**src/rtl/fifo_sched_pkg.sv**
```systemverilog
// fifo_sched_pkg: shared constants, defaults and FSM states for the DCFIFO write scheduler.
// WR_SCHED_HDR_EN selects 3-byte words with a {channel id, seq} header byte.
package fifo_sched_pkg;
    localparam int NCH      = 4;
    localparam int PERIOD_W = 8;
    localparam int USEDW_W  = 14;
    localparam int DATA_W   = 32;
    localparam int ID_W     = 2;
    localparam int SEQ_W    = 6;
    localparam logic [USEDW_W-1:0] FULL_MARK = 14'd16380;
    localparam logic [NCH*PERIOD_W-1:0] PERIOD_RST = {8'd99, 8'd49, 8'd14, 8'd19};
`ifdef WR_SCHED_HDR_EN
    localparam int BPW = 3;
`else
    localparam int BPW = 4;
`endif
    localparam int WORD_W = 8 * BPW;
    typedef enum logic [1:0] {IDLE, RUN, FLUSH} sched_state_e;
endpackage

```
**src/rtl/fifo_chan_packer.sv**
```systemverilog
// fifo_chan_packer: per-channel tick counter, byte packer, full-mark check and overflow count.
// WR_SCHED_HDR_EN adds a per-channel 6-bit word sequence number in the header byte.
module fifo_chan_packer
    import fifo_sched_pkg::*;
#(
    parameter int CNT_W = 16
`ifdef WR_SCHED_HDR_EN
    ,parameter int CH_ID = 0
`endif
) (
    input  logic                wrclk,
    input  logic                rst_n,
    input  logic                run,
    input  logic                flush,
    input  logic [PERIOD_W-1:0] period,
    input  logic [7:0]          sample_in,
    input  logic [USEDW_W-1:0]  wrusedw,
    output logic                wrreq,
    output logic [DATA_W-1:0]   wrdata,
    output logic [CNT_W-1:0]    ovf_cnt
);
    logic [PERIOD_W-1:0] pcnt_q, pcnt_d;
    logic [1:0]          bcnt_q, bcnt_d;
    logic [WORD_W-1:0]   word_q, word_d, packed_w;
    logic                wrreq_q, wrreq_d;
    logic [DATA_W-1:0]   wrdata_q, wrdata_d, out_word;
    logic [CNT_W-1:0]    ovf_q, ovf_d;
    logic                tick, done, emit, fits;

    assign tick     = run && pcnt_q == period;
    assign done     = tick && bcnt_q == 2'(BPW - 1);
    assign emit     = done || (flush && bcnt_q != 2'd0);
    assign fits     = wrusedw < FULL_MARK;
    assign packed_w = tick ? word_q | (WORD_W'(sample_in) << {bcnt_q, 3'b000}) : word_q;

`ifdef WR_SCHED_HDR_EN
    logic [SEQ_W-1:0] seq_q, seq_d;
    assign out_word = {ID_W'(CH_ID), seq_q, packed_w};
    assign seq_d    = emit ? seq_q + 1'b1 : seq_q;
    always_ff @(posedge wrclk or negedge rst_n)
        if (!rst_n) seq_q <= '0;
        else        seq_q <= seq_d;
`else
    assign out_word = packed_w;
`endif

    // Leaving RUN (FLUSH or IDLE) clears the packer so the next run starts on lane 0.
    always_comb begin
        pcnt_d   = run ? (tick ? '0 : pcnt_q + 1'b1) : '0;
        bcnt_d   = (!run || done) ? 2'd0 : tick ? bcnt_q + 2'd1 : bcnt_q;
        word_d   = (!run || done) ? '0 : packed_w;
        wrreq_d  = emit && fits;
        wrdata_d = wrreq_d ? out_word : wrdata_q;
        ovf_d    = (emit && !fits && ovf_q != '1) ? ovf_q + 1'b1 : ovf_q;
    end

    always_ff @(posedge wrclk or negedge rst_n) begin
        if (!rst_n) begin
            pcnt_q   <= '0;
            bcnt_q   <= '0;
            word_q   <= '0;
            wrreq_q  <= 1'b0;
            wrdata_q <= '0;
            ovf_q    <= '0;
        end else begin
            pcnt_q   <= pcnt_d;
            bcnt_q   <= bcnt_d;
            word_q   <= word_d;
            wrreq_q  <= wrreq_d;
            wrdata_q <= wrdata_d;
            ovf_q    <= ovf_d;
        end
    end

    assign wrreq   = wrreq_q;
    assign wrdata  = wrdata_q;
    assign ovf_cnt = ovf_q;
endmodule

```
**src/rtl/fifo_wr_scheduler.sv**
```systemverilog
// fifo_wr_scheduler: start/stop/flush FSM and period config for the per-channel DCFIFO packers.
// WR_SCHED_HDR_EN switches packers to 3 bytes plus a {channel id, seq} header per word.
module fifo_wr_scheduler
    import fifo_sched_pkg::*;
#(
    parameter int OVF_W = 16
) (
    input  logic                    wrclk,
    input  logic                    rst_n,
    input  logic                    enable,
    input  logic                    cfg_load,
    input  logic [NCH*PERIOD_W-1:0] period_cfg,
    input  logic [7:0]              sample_in,
    input  logic [NCH*USEDW_W-1:0]  wrusedw,
    output logic [NCH-1:0]          wrreq,
    output logic [NCH*DATA_W-1:0]   wrdata,
    output logic [NCH*OVF_W-1:0]    ovf_cnt,
    output logic                    busy
);
    sched_state_e            state_q, state_d;
    logic [NCH*PERIOD_W-1:0] period_q, period_d;

    always_comb begin
        state_d  = state_q;
        period_d = (state_q == IDLE && cfg_load) ? period_cfg : period_q;
        case (state_q)
            IDLE:    state_d = enable ? RUN : IDLE;
            RUN:     state_d = enable ? RUN : FLUSH;
            default: state_d = IDLE;
        endcase
    end

    always_ff @(posedge wrclk or negedge rst_n) begin
        if (!rst_n) begin
            state_q  <= IDLE;
            period_q <= PERIOD_RST;
        end else begin
            state_q  <= state_d;
            period_q <= period_d;
        end
    end

    assign busy = state_q != IDLE;

    for (genvar i = 0; i < NCH; i++) begin : g_ch
        fifo_chan_packer #(
            .CNT_W(OVF_W)
`ifdef WR_SCHED_HDR_EN
            ,.CH_ID(i)
`endif
        ) u_pack (
            .wrclk     (wrclk),
            .rst_n     (rst_n),
            .run       (state_q == RUN),
            .flush     (state_q == FLUSH),
            .period    (period_q[i*PERIOD_W +: PERIOD_W]),
            .sample_in (sample_in),
            .wrusedw   (wrusedw[i*USEDW_W +: USEDW_W]),
            .wrreq     (wrreq[i]),
            .wrdata    (wrdata[i*DATA_W +: DATA_W]),
            .ovf_cnt   (ovf_cnt[i*OVF_W +: OVF_W])
        );
    end
endmodule

```
**config.mk**
```make
export PLATFORM = sky130hd
export DESIGN_NAME = fifo_wr_scheduler
export DESIGN_NICKNAME = d
export VERILOG_FILES = /design/src/rtl/fifo_sched_pkg.sv /design/src/rtl/fifo_chan_packer.sv /design/src/rtl/fifo_wr_scheduler.sv
export SDC_FILE = /design/constraint.sdc
export NUM_CORES = 1
export LEC_CHECK = 0
export ABC_AREA = 1
export BUFFER_PORTS_ARGS = -buffer_cell sky130_fd_sc_hd__buf_2
export CAP_MARGIN = 10
export CORE_MARGIN = 10
export CORE_UTILIZATION = 49
export DETAILED_ROUTE_END_ITERATION = 7
export HOLD_SLACK_MARGIN = 0.06
export PLACE_DENSITY = 0.81
export SLEW_MARGIN = 20
export SYNTH_ARGS = -nofsm -noshare
export SYNTH_HDL_FRONTEND = slang
export SYNTH_SLANG_ARGS = --single-unit
```
**constraint.sdc**
```tcl
create_clock -name wrclk -period 1.91 [get_ports wrclk]
set_input_delay 0.382 -clock wrclk [delete_from_list [all_inputs] [get_ports wrclk]]
set_output_delay 0.382 -clock wrclk [all_outputs]
set_load 0.1 [all_outputs]
```
==> run summary, run 1 <==
Via count -> 17100
PwrDens -> 809 mW/mm2
Synth Area in XOR/XNOR -> 0.0148
Clock Latency Late Sink -> 0.57 ns
Port Buffers -> 288
H-tree levels -> 2
Placed cells -> 3103
Setup ws final -> 0.000630 ns
Synthesized cell area -> 0.0189 mm2
Worst-Margin Slew -> 0.759 ns
Final-report hold violation count -> 0
Final Hold Slack -> 0.0821 ns
Layout Cells excl Fill -> 3233
Simple-gate share of the synthesized area -> 0.293
Worst Setup Start Kind -> flop
Die area -> 0.0468 mm2
CP arrival -> 2.40 ns
Die H -> 216 um
RSZ-0062 raised after global routing -> yes
Slew Limit Headroom -> 0.491
1st-pass router iterations -> 7
Starting Density -> 0.499
Final setup viols -> 0
Asr flop ratio synth -> 1.00
CP max-delay cell -> dfstp_2
WL met3 -> 3890 um
GPL Wtd Cong -> 0.920
Crit path max-delay family -> simple AND/OR/NAND/NOR gates
Worst Setup Path Type -> reg2reg
Core ar. -> 0.0378 mm2
CP endpoint kind -> flop
Synth Area in Adders -> 0.0106
Clk slew on worst S/H paths -> 0.06 ns
Area contributors post-synth -> dfrtp_1 51%, nand2_1 16%, o21bai_1 5.1%, inv_1 5.1%, nand3_1 5.1%
Main synth FF type -> dfrtp_1
M1 wire length -> 22700 um
Crit path largest cell delay -> 0.55 ns
Setup WS pre-CTS -> -0.109 ns
Max Clock Skew -> 0.0169 ns
Worst Path Max Fanout -> 6
CP required -> 2.40 ns
Cell count after synthesis -> 2336
Post-DP HPWL -> 37100 um
Die width -> 216 um
Bufs on Longest Clock Path -> 3
# diodes -> 0
Fin nets -> 2803
Grt total ovfl -> 0
GRT Total Usage -> 0.225
Ys Warns -> 0
Final wirelength -> 56700 um
Drt drc -> 0
Total clock sinks -> 398
Register area share after synthesis -> 0.528
Synthesis-to-layout area growth -> 29.1%
Worst path most repeated cell -> nand2_1
Yosys top cell area share -> 0.510
Cell Rows -> 71
Synth Net Count -> 2452
MaxCap Viol Count -> 0
Vias per inst -> 5.30
Peak VDD IR -> 0.610 mV
CP cell instances -> inv_2 -> nand2_2 -> nand2_1 -> nor2_1 -> nand2_1 -> nor2_4 -> nand3_2 -> nand2_4 -> buf_12 -> buf_12 -> clkbuf_16 -> nand4_1 -> nand2_1
Max Freq -> 524 MHz
Yosys reg bits -> 398
Outcome -> finished clean
Slew Limit Fails -> 0
CTS Buf Count -> 44
Synth Area in Compound Gates -> 0.0687
TritonCTS clock tree -> yes
Mean Syn Cell Area -> 8.09 um2
Largest family of logic cells by synthesized area -> simple AND/OR/NAND/NOR gates
Post-synth EDFFs -> 0
Overall power -> 19.7 mW
Min-delay worst type -> in2reg
Period Utilization, post-route -> 1.00
Wire per inst -> 17.6 um
CTS Root Cell -> clkbuf_16
Num ports -> 297
DRT iter0 DRCs -> 1575
Largest area contributor in the netlist -> dfrtp_1
Minimum clock period -> 1.91 ns
Number of global-route vias before repair -> 16700
WP buf/inv -> 4
Final ANT Viol Nets -> 0
Post-synthesis mux area share -> 0
Initial antenna violation count -> 0
Share of cells above drive strength 1 -> 0.260
Most common cell in the netlist -> nand2_1
Uppermost layer routed -> met4
Met2 WL post-DR -> 28000 um
Synth cell types -> 34
Largest net degree at the start of global routing -> 65
Leakage -> 13.7 nW
First-pass GRT wire length -> 86700 um
Synth cell count leaders -> 825 x nand2_1, 385 x dfrtp_1, 255 x inv_1
==> what timing repair did <==
item,4_1_cts,5_1_grt
gates cloned,0,14
hold buffers,18,0
endpoints found under the setup margin,28,273
endpoints found under the hold margin,53,0
buffers inserted,1,17
pin swaps,1,52
resized for setup,8,162
==> per-layer routing <==
metal	global-route usage	up-vias
met5	0	-
met4	0.0948	0
met3	0.0404	144
met2	0.379	638
met1	0.281	8278
li1	-	8063
==> per-stage QoR <==
stage	setup TNS (ns)	util	area, um2
floorplan	-0.0216	-	19000
global placement	-2.73	0.568	21500
detailed placement	-3.56	0.568	21500
CTS	0	0.615	23300
global route	-6.88	0.644	24400
finish	0	0.644	24400
==> worst reg2reg max path, delay by kind of cell (launching register included) <==
family	cells	cell delay (ns)
buffers and inverters	4	0.44
AND/OR/NAND/NOR	9	0.83
flip-flops	1	0.55
==> final cells by class <==
class,instances,area (um2)
clock buffer,58,1240
inverter,276,1080
clock inverter,23,304
timing repair buffer,421,3150
fill,2994,13500
multi-input combinational,1546,7910
sequential,398,10100
tap,511,639
==> sequential cells by signal, summed over array words and instances (netlist names) <==
register and cells:
g_ch.u_pack.ovf_cnt 64, g_ch.u_pack.bcnt_q 8, g_ch.u_pack.wrreq 4, period_q 32
state_q 2, g_ch.u_pack.pcnt_q 32, g_ch.u_pack.word_q 128, g_ch.u_pack.wrdata 128
==> placed cells by master (no fill, tap or decap), types with 8 or more instances in the layout <==
master and n:
a21oi_1 39, buf_12 31, buf_2 283, buf_4 64
clkbuf_16 56, clkinv_2 15, dfrtp_1 334, dfrtp_2 43
dfrtp_4 8, dfstp_2 13, dlygate4sd3_1 18, ha_1 16
inv_1 249, inv_2 15, nand2_1 791, nand2_2 24
nand2_4 18, nand3_1 182, nand3_2 12, nand4_1 92
nor2_1 132, nor3_1 23, o21ai_0 20, o21bai_1 70
o21bai_2 52, xor2_1 25
==> worst paths after layout <==
path | end | from | cells past startpoint | slack [ns]
min in group asynchronous | g_ch[0].u_pack.word_q[22]$_DFF_PN0_ | rst_n | 2 | 0.32
max reg2reg | g_ch[1].u_pack.ovf_cnt[9]$_DFFE_PN0P_ | period_q[10]$_DFFE_PN1P_ | 13 | 0.0006
min reg2reg | g_ch[2].u_pack.wrdata[4]$_DFFE_PN0P_ | g_ch[2].u_pack.wrdata[4]$_DFFE_PN0P_ | 2 | 0.47
min | period_q[7]$_DFFE_PN0P_ | period_cfg[7] | 3 | 0.08
max | g_ch[1].u_pack.ovf_cnt[9]$_DFFE_PN0P_ | period_q[10]$_DFFE_PN1P_ | 13 | 0.0006
max in group asynchronous | g_ch[3].u_pack.wrdata[26]$_DFFE_PN0P_ | rst_n | 3 | 0.84
==> kinds of logic after synthesis <==
family	Yosys count
AND/OR/NAND/NOR	1302
adder cells (fa/ha/maj)	16
flip-flops	398
XOR/XNOR	32
AO/OA/AOI/OAI	194
buffers and inverters	394
==> power breakdown <==
group | leakage [nW] | internal, mW | switching (mW)
clock network | 0.749 | 5.44 | 3.64
logic | 7.62 | 0.648 | 1.25
registers | 5.36 | 8.62 | 0.116
total | 13.7 | 14.7 | 5.01
Power figures use the tool's default switching activity.
==> run 2, diff against run 1 <==
- CORE_UTILIZATION: 49 -> 43
- PLACE_DENSITY: 0.81 -> 0.74
==> run 2 against run 1 <==
Against the previous run:
- the run now ends with negative setup slack left
- cell area is 5.1% higher
- flip-flop and latch count is the same
- die area up 13%
- clock-buffer cell count increased by 7
- total power down 1.1%
- sequential share of layout area down 2.0 points
- sequential power about the same
- critical path type unchanged
- largest power group is now sequential cells
==> run summary, run 2 (same netlist as run 1, synthesis figures left out) <==
Worst Setup Path Type -> reg2reg
Storage cell area -> 0.0101 mm2 (unchanged)
Slew Limit Fails -> 0 (unchanged)
Number of global-route vias before repair -> 16800 (+1.0%)
Setup ws final -> -0.0304 ns (-0.0310 ns)
Filler instances -> 3527 (+18%)
Peak VDD IR -> 0.602 mV (-1.4%)
HP Start -> period_cfg[8]
Setup_tns -> -0.0525 ns (-0.0525 ns)
Initial antenna violation count -> 1 (+1)
Die H -> 230 um (+6.1%)
TritonCTS clock tree -> yes
Share of cells above drive strength 1 -> 0.320 (+0.0604)
Placed cells -> 3186 (+2.7%)
Critical Path Source -> period_q[4]$_DFFE_PN1P_
CP endpoint -> g_ch[0].u_pack.wrdata[25]$_DFFE_PN0P_
First-pass GRT wire length -> 88300 um (+1.7%)
PwrDens -> 761 mW/mm2 (-5.9%)
Core ar. -> 0.0433 mm2 (+14%)
Num ports -> 297 (unchanged)
Commonest non-fill, non-tap cell in the layout -> nand2_1
Net Sw Power -> 4.93 mW (-1.5%)
Clock Power Share -> 0.446 (-0.014)
Die area -> 0.0527 mm2 (+13%)
Final ANT Viol Nets -> 0 (unchanged)
Final wirelength -> 59600 um (+5.1%)
Bufs on Longest Clock Path -> 3 (unchanged)
Worst-Margin Slew -> 0.592 ns (-0.167 ns)
Worst Path Max Fanout -> 8 (+2)
1st-pass router iterations -> 5 (-2)
Final setup viols -> 6 (+6)
Cell Rows -> 76 (+7.0%)
Min-delay worst type -> in2reg
Clk slew on worst S/H paths -> 0.06 ns (about the same)
GRT Total Usage -> 0.203 (-0.0217)
Vias per inst -> 5.22 (-1.4%)
MaxCap Viol Count -> 0 (unchanged)
Leakage -> 14.7 nW (+6.9%)
Area occupied by multi-input gates -> 0.00870 mm2 (+10%)
H-tree levels -> 2 (unchanged)
Max Clock Skew -> 0.0214 ns (+0.00444 ns)
Max Freq -> 515 MHz (-1.6%)
CP endpoint kind -> flop
Layout Cells excl Fill -> 3332 (+3.1%)
Switching Fraction -> 0.253 (-0.00106)
GPL Wtd Cong -> 0.929 (+0.98%)
R2R setup slack -> -0.03 ns (-0.03 ns)
Internal power -> 14.6 mW (-0.94%)
Wire per inst -> 17.9 um (+1.9%)
Clock Latency Late Sink -> 0.57 ns (about the same)
RSZ-0062 raised after global routing -> yes
Drt drc -> 0 (unchanged)
Period Utilization, post-route -> 1.02 (+0.0162)
Slew Limit Headroom -> 0.605 (+0.114)
Die width -> 230 um (+6.1%)
Minimum clock period -> 1.94 ns (+0.0310 ns)
Synthesis-to-layout area growth -> 35.6%
Fin nets -> 2829 (+0.93%)
Worst Setup Start Kind -> flop
Overall power -> 19.5 mW (-1.1%)
CTS Root Cell -> clkbuf_16
R2R Path Start -> period_q[4]$_DFFE_PN1P_
Final Hold Slack -> 0.0883 ns (+0.00626 ns)
Outcome -> complete, but fails checks
Final-report hold violation count -> 0 (unchanged)
Grt total ovfl -> 0 (unchanged)
DRT iter0 DRCs -> 1487 (-5.6%)
CP required -> 2.42 ns (+0.02 ns)
Post-DP HPWL -> 37700 um (+1.6%)
Most frequent cells in the layout -> 684 x nand2_1, 334 x dfrtp_1, 284 x buf_2
Failing checks -> negative setup slack
Starting Density -> 0.437 (-0.0626)
Via count -> 17400 (+1.6%)
Total clock sinks -> 398 (unchanged)
CP arrival -> 2.45 ns (+0.05 ns)
Port Buffers -> 288 (unchanged)
Worst reg2reg path depth -> 13 (unchanged)
Reg power frac -> 0.448 (+0.005)
Final Util -> 0.592 (-0.0520)
Gate power share -> 0.106 (+0.010)
CTS Buf Count -> 44 (unchanged)
R2r endpoint -> g_ch[0].u_pack.wrdata[25]$_DFFE_PN0P_
Largest net degree at the start of global routing -> 65 (unchanged)
[run 2: area by class of cell]
type / count / share of cell area
sequential: 398 / 0.393
multi-input combinational: 1545 / 0.340
timing repair buffer: 448 / 0.139
clock buffer: 65 / 0.0504
inverter: 276 / 0.0426
tap: 585 / 0.0286
clock inverter: 14 / 0.00718
antenna: 1 / 0.0000977
[run 2: worst min-delay path by stage]
stage / to / cells after the start / slack [ns]
after floorplan: g_ch[0].u_pack.bcnt_q[0]$_DFFE_PN0P_ / 0 / 0.09
after detailed placement: g_ch[0].u_pack.wrdata[25]$_DFFE_PN0P_ / 1 / 0.33
after global placement: g_ch[0].u_pack.wrdata[25]$_DFFE_PN0P_ / 1 / 0.33
after global routing: period_q[8]$_DFFE_PN0P_ / 3 / 0.09
final: period_q[8]$_DFFE_PN0P_ / 3 / 0.09
after CTS: period_q[8]$_DFFE_PN0P_ / 3 / 0.07
[run 2: metrics by stage]
stage | setup WS, ns | area (um2)
floorplan | -0.0216 | 19000
global placement | -0.0738 | 21700
detailed placement | -0.116 | 21700
CTS | -0.00936 | 23600
global route | -0.145 | 25600
finish | -0.0304 | 25600
[run 2: critical path, cell delays in order (launching register included)]
cell and delay, ns:
dfstp_2 0.53, inv_2 0.04, nand2_2 0.05, nand2_2 0.05
nor2_1 0.11, nand2_1 0.10, nor2_4 0.15, nand3_2 0.10
nand2_4 0.16, nand2_8 0.13, clkinv_8 0.11, buf_12 0.17
nand2_2 0.08, nand2_2 0.07
[run 2: layer usage]
metal  up-vias  global-route usage  share of wire
met1      8483               0.245           0.39
met3       144              0.0381          0.065
li1       8131                   -              -
met4         0              0.0821          0.035
met5         -                   0              0
met2       646               0.352           0.51
[run 2: what timing repair did]
action | CTS | global route
setup endpoints to repair | 130 | 313
gates cloned | 1 | 22
gates resized for setup | 28 | 379
pin swaps | 3 | 88
buffers inserted | 1 | 15
endpoints found under the hold margin | 61 | 0
hold buffers | 27 | 0
[run 2: power by group through the flow]
stage | Combinational [mW] | Sequential, mW | Clock (mW)
after global placement | 1.68 | 8.88 | 0
after floorplan | 0.962 | 8.85 | 0
after detailed placement | 1.73 | 8.89 | 0
after global routing | 2.26 | 8.76 | 9.20
after CTS | 1.81 | 8.74 | 8.86
final | 2.06 | 8.74 | 8.70
==> run 3, diff against run 2 <==
- CORE_UTILIZATION: 43 -> 39
- PLACE_DENSITY: 0.74 -> 0.69
- RECOVER_POWER: not set -> 100
==> run 3 against run 2 <==
Against the previous run:
- utilization down 6.3 points
- wire length increased by 0.11%
- cell area shrank 1.2%
- the flow still finishes with violations (negative setup slack)
- flip-flop and latch count stayed put
- sequential share of layout area rose by 0.48 points
- global-route usage fell by 1.6 points
- critical path type unchanged
- register-to-register slack improved by 0.02 ns
- critical path depth unchanged
- first-iteration DRC count decreased by 30%
==> run summary, run 3 (same netlist as run 1, synthesis figures left out) <==
Outcome -> complete, but fails checks
Failing checks -> negative setup slack
Critical Path Source -> period_q[24]$_DFFE_PN1P_
Period Utilization, post-route -> 1.00 (-0.0114)
HP Start -> period_cfg[31]
Crit path largest cell delay -> 0.54 ns (about the same)
Final Hold Slack -> 0.0926 ns (+0.00423 ns)
Share of cells above drive strength 1 -> 0.314 (-0.00692)
Max Clock Skew -> 0.0197 ns (-0.00169 ns)
Min-delay worst type -> in2reg
Cell Rows -> 80 (+5.3%)
PwrDens -> 783 mW/mm2 (+2.8%)
Final-report hold violation count -> 0 (unchanged)
Commonest non-fill, non-tap cell in the layout -> nand2_1
Fin nets -> 2826 (-0.11%)
Slew Limit Headroom -> 0.0403 (-0.565)
DRT iter0 DRCs -> 1038 (-30%)
Die H -> 240 um (+4.6%)
CTS Root Cell -> clkbuf_16
Most frequent cells in the layout -> 644 x nand2_1, 333 x dfrtp_1, 264 x buf_2
Peak VDD IR -> 0.680 mV (+13%)
Design area -> 0.0253 mm2 (-1.2%)
Minimum clock period -> 1.92 ns (-0.0218 ns)
Leakage -> 14.5 nW (-1.3%)
CP required -> 2.41 ns (about the same)
Final Util -> 0.529 (-0.0630)
Final ANT Viol Nets -> 0 (unchanged)
Worst Setup Start Kind -> flop
# diodes -> 0 (-1)
Wire per inst -> 17.8 um (-0.75%)
Worst Path Max Fanout -> 8 (unchanged)
Port Buffers -> 288 (unchanged)
GRT Total Usage -> 0.188 (-0.0158)
Overall power -> 19.8 mW (+1.6%)
GPL Wtd Cong -> 0.895 (-3.7%)
Final wirelength -> 59700 um (+0.11%)
Num ports -> 297 (unchanged)
Vias per inst -> 5.09 (-2.5%)
Die width -> 240 um (+4.6%)
Number of global-route vias before repair -> 16700 (-0.99%)
CP max-delay cell -> dfstp_2
Worst Setup Path Type -> reg2reg
CP endpoint kind -> flop
CP cell instances -> inv_2 -> nand2_1 -> nand2_1 -> nor2_2 -> nand2_2 -> nor2_4 -> nand3_2 -> nand2_4 -> nand2_8 -> clkinv_8 -> clkbuf_16 -> nand2_2 -> nand2_1
Setup ws final -> -0.00858 ns (+0.0218 ns)
Total clock sinks -> 398 (unchanged)
R2R setup slack -> -0.009 ns (+0.02 ns)
Synthesis-to-layout area growth -> 34.0%
Clock Latency Late Sink -> 0.58 ns (about the same)
Post-DP Area -> 0.0217 mm2 (-0.23%)
Die area -> 0.0576 mm2 (+9.3%)
Final setup viols -> 2 (-4)
1st-pass router iterations -> 5 (unchanged)
Core ar. -> 0.0478 mm2 (+11%)
Clk slew on worst S/H paths -> 0.06 ns (about the same)
Setup_tns -> -0.0116 ns (+0.0409 ns)
Worst-Margin Slew -> 1.44 ns (+0.847 ns)
TritonCTS clock tree -> yes
Via count -> 17100 (-1.6%)
CP arrival -> 2.42 ns (-0.03 ns)
Grt total ovfl -> 0 (unchanged)
Worst path most repeated cell -> nand2_1
RSZ-0062 raised after global routing -> yes
Filler instances -> 4288 (+22%)
Bufs on Longest Clock Path -> 3 (unchanged)
H-tree levels -> 2 (unchanged)
Largest net degree at the start of global routing -> 78 (+20%)
First-pass GRT wire length -> 88100 um (-0.23%)
CTS Buf Count -> 45 (+2.3%)
R2R Path Start -> period_q[24]$_DFFE_PN1P_
Starting Density -> 0.395 (-0.0418)
MaxCap Viol Count -> 0 (unchanged)
Slew Limit Fails -> 0 (unchanged)
Initial antenna violation count -> 0 (-1)
Post-DP HPWL -> 38100 um (+1.1%)
Max Freq -> 521 MHz (+1.1%)
Drt drc -> 0 (unchanged)
run 3: changes by cell type in the layout (fill, tap and decap cells not counted), sizes merged, moves of 2 or more:
cell / before / now
buf: 404 / 371
clkbuf: 82 / 112
clkinv: 17 / 19
clkinvlp: 1 / 3
inv: 268 / 266
run 3: where the power goes:
group          total (mW)  switching (mW)  internal, mW
Clock                9.07            3.62          5.45
Combinational        2.00            1.32         0.684
Sequential           8.74           0.119          8.63
Total                19.8            5.06          14.8
run 3: through the flow:
stage          instances  setup WS, ns
2_1_floorplan       2336       -0.0216
3_3_place_gp        3210        0.0183
5_1_grt             3361        -0.104
4_1_cts             3321       -0.0216
3_5_place_dp        3210       -0.0318
6_report            3361      -0.00858
run 3: cell type report:
type	instances	area [um2]	share of cell area
Sequential cell	398	10100	0.397
Multi-Input combinational cell	1544	8430	0.333
Timing Repair Buffer	444	3410	0.135
Clock buffer	67	1310	0.0517
Inverter	276	1100	0.0433
Tap cell	615	769	0.0304
Clock inverter	16	239	0.00944
Timing Repair inverter	1	8.76	0.000346
run 3: final timing paths:
kind,endpoint,depth (start not counted)
min in group asynchronous,period_q[19]$_DFFE_PN0P_,2
worst min register to register,g_ch[3].u_pack.wrdata[6]$_DFFE_PN0P_,2
worst max-delay path,g_ch[3].u_pack.wrdata[10]$_DFFE_PN0P_,13
max in group asynchronous,period_q[10]$_DFFE_PN1P_,3
worst max register to register,g_ch[3].u_pack.wrdata[10]$_DFFE_PN0P_,13
worst min-delay path,period_q[31]$_DFFE_PN0P_,3
run 3: timing repair:
action                                  CTS  global route
hold buffers                             28             0
gates resized for setup                   9           368
hold endpoints to repair                 61             0
pin swaps                                 0           102
endpoints found under the setup margin   32           268
gates cloned                              0            26
setup buffers                             0            14
run 3: metal layers:
layer | track usage | wire length, um
met5 | 0 | 0
met4 | 0.0799 | 2260
met3 | 0.0321 | 4140
met2 | 0.318 | 29300
met1 | 0.232 | 24000
run 3: critical path: cells and delay by family, from the launching register on:
kind,cells,cell delay [ns]
and+or+nand+nor,10,0.98
buffers and inverters,3,0.32
DFF,1,0.54
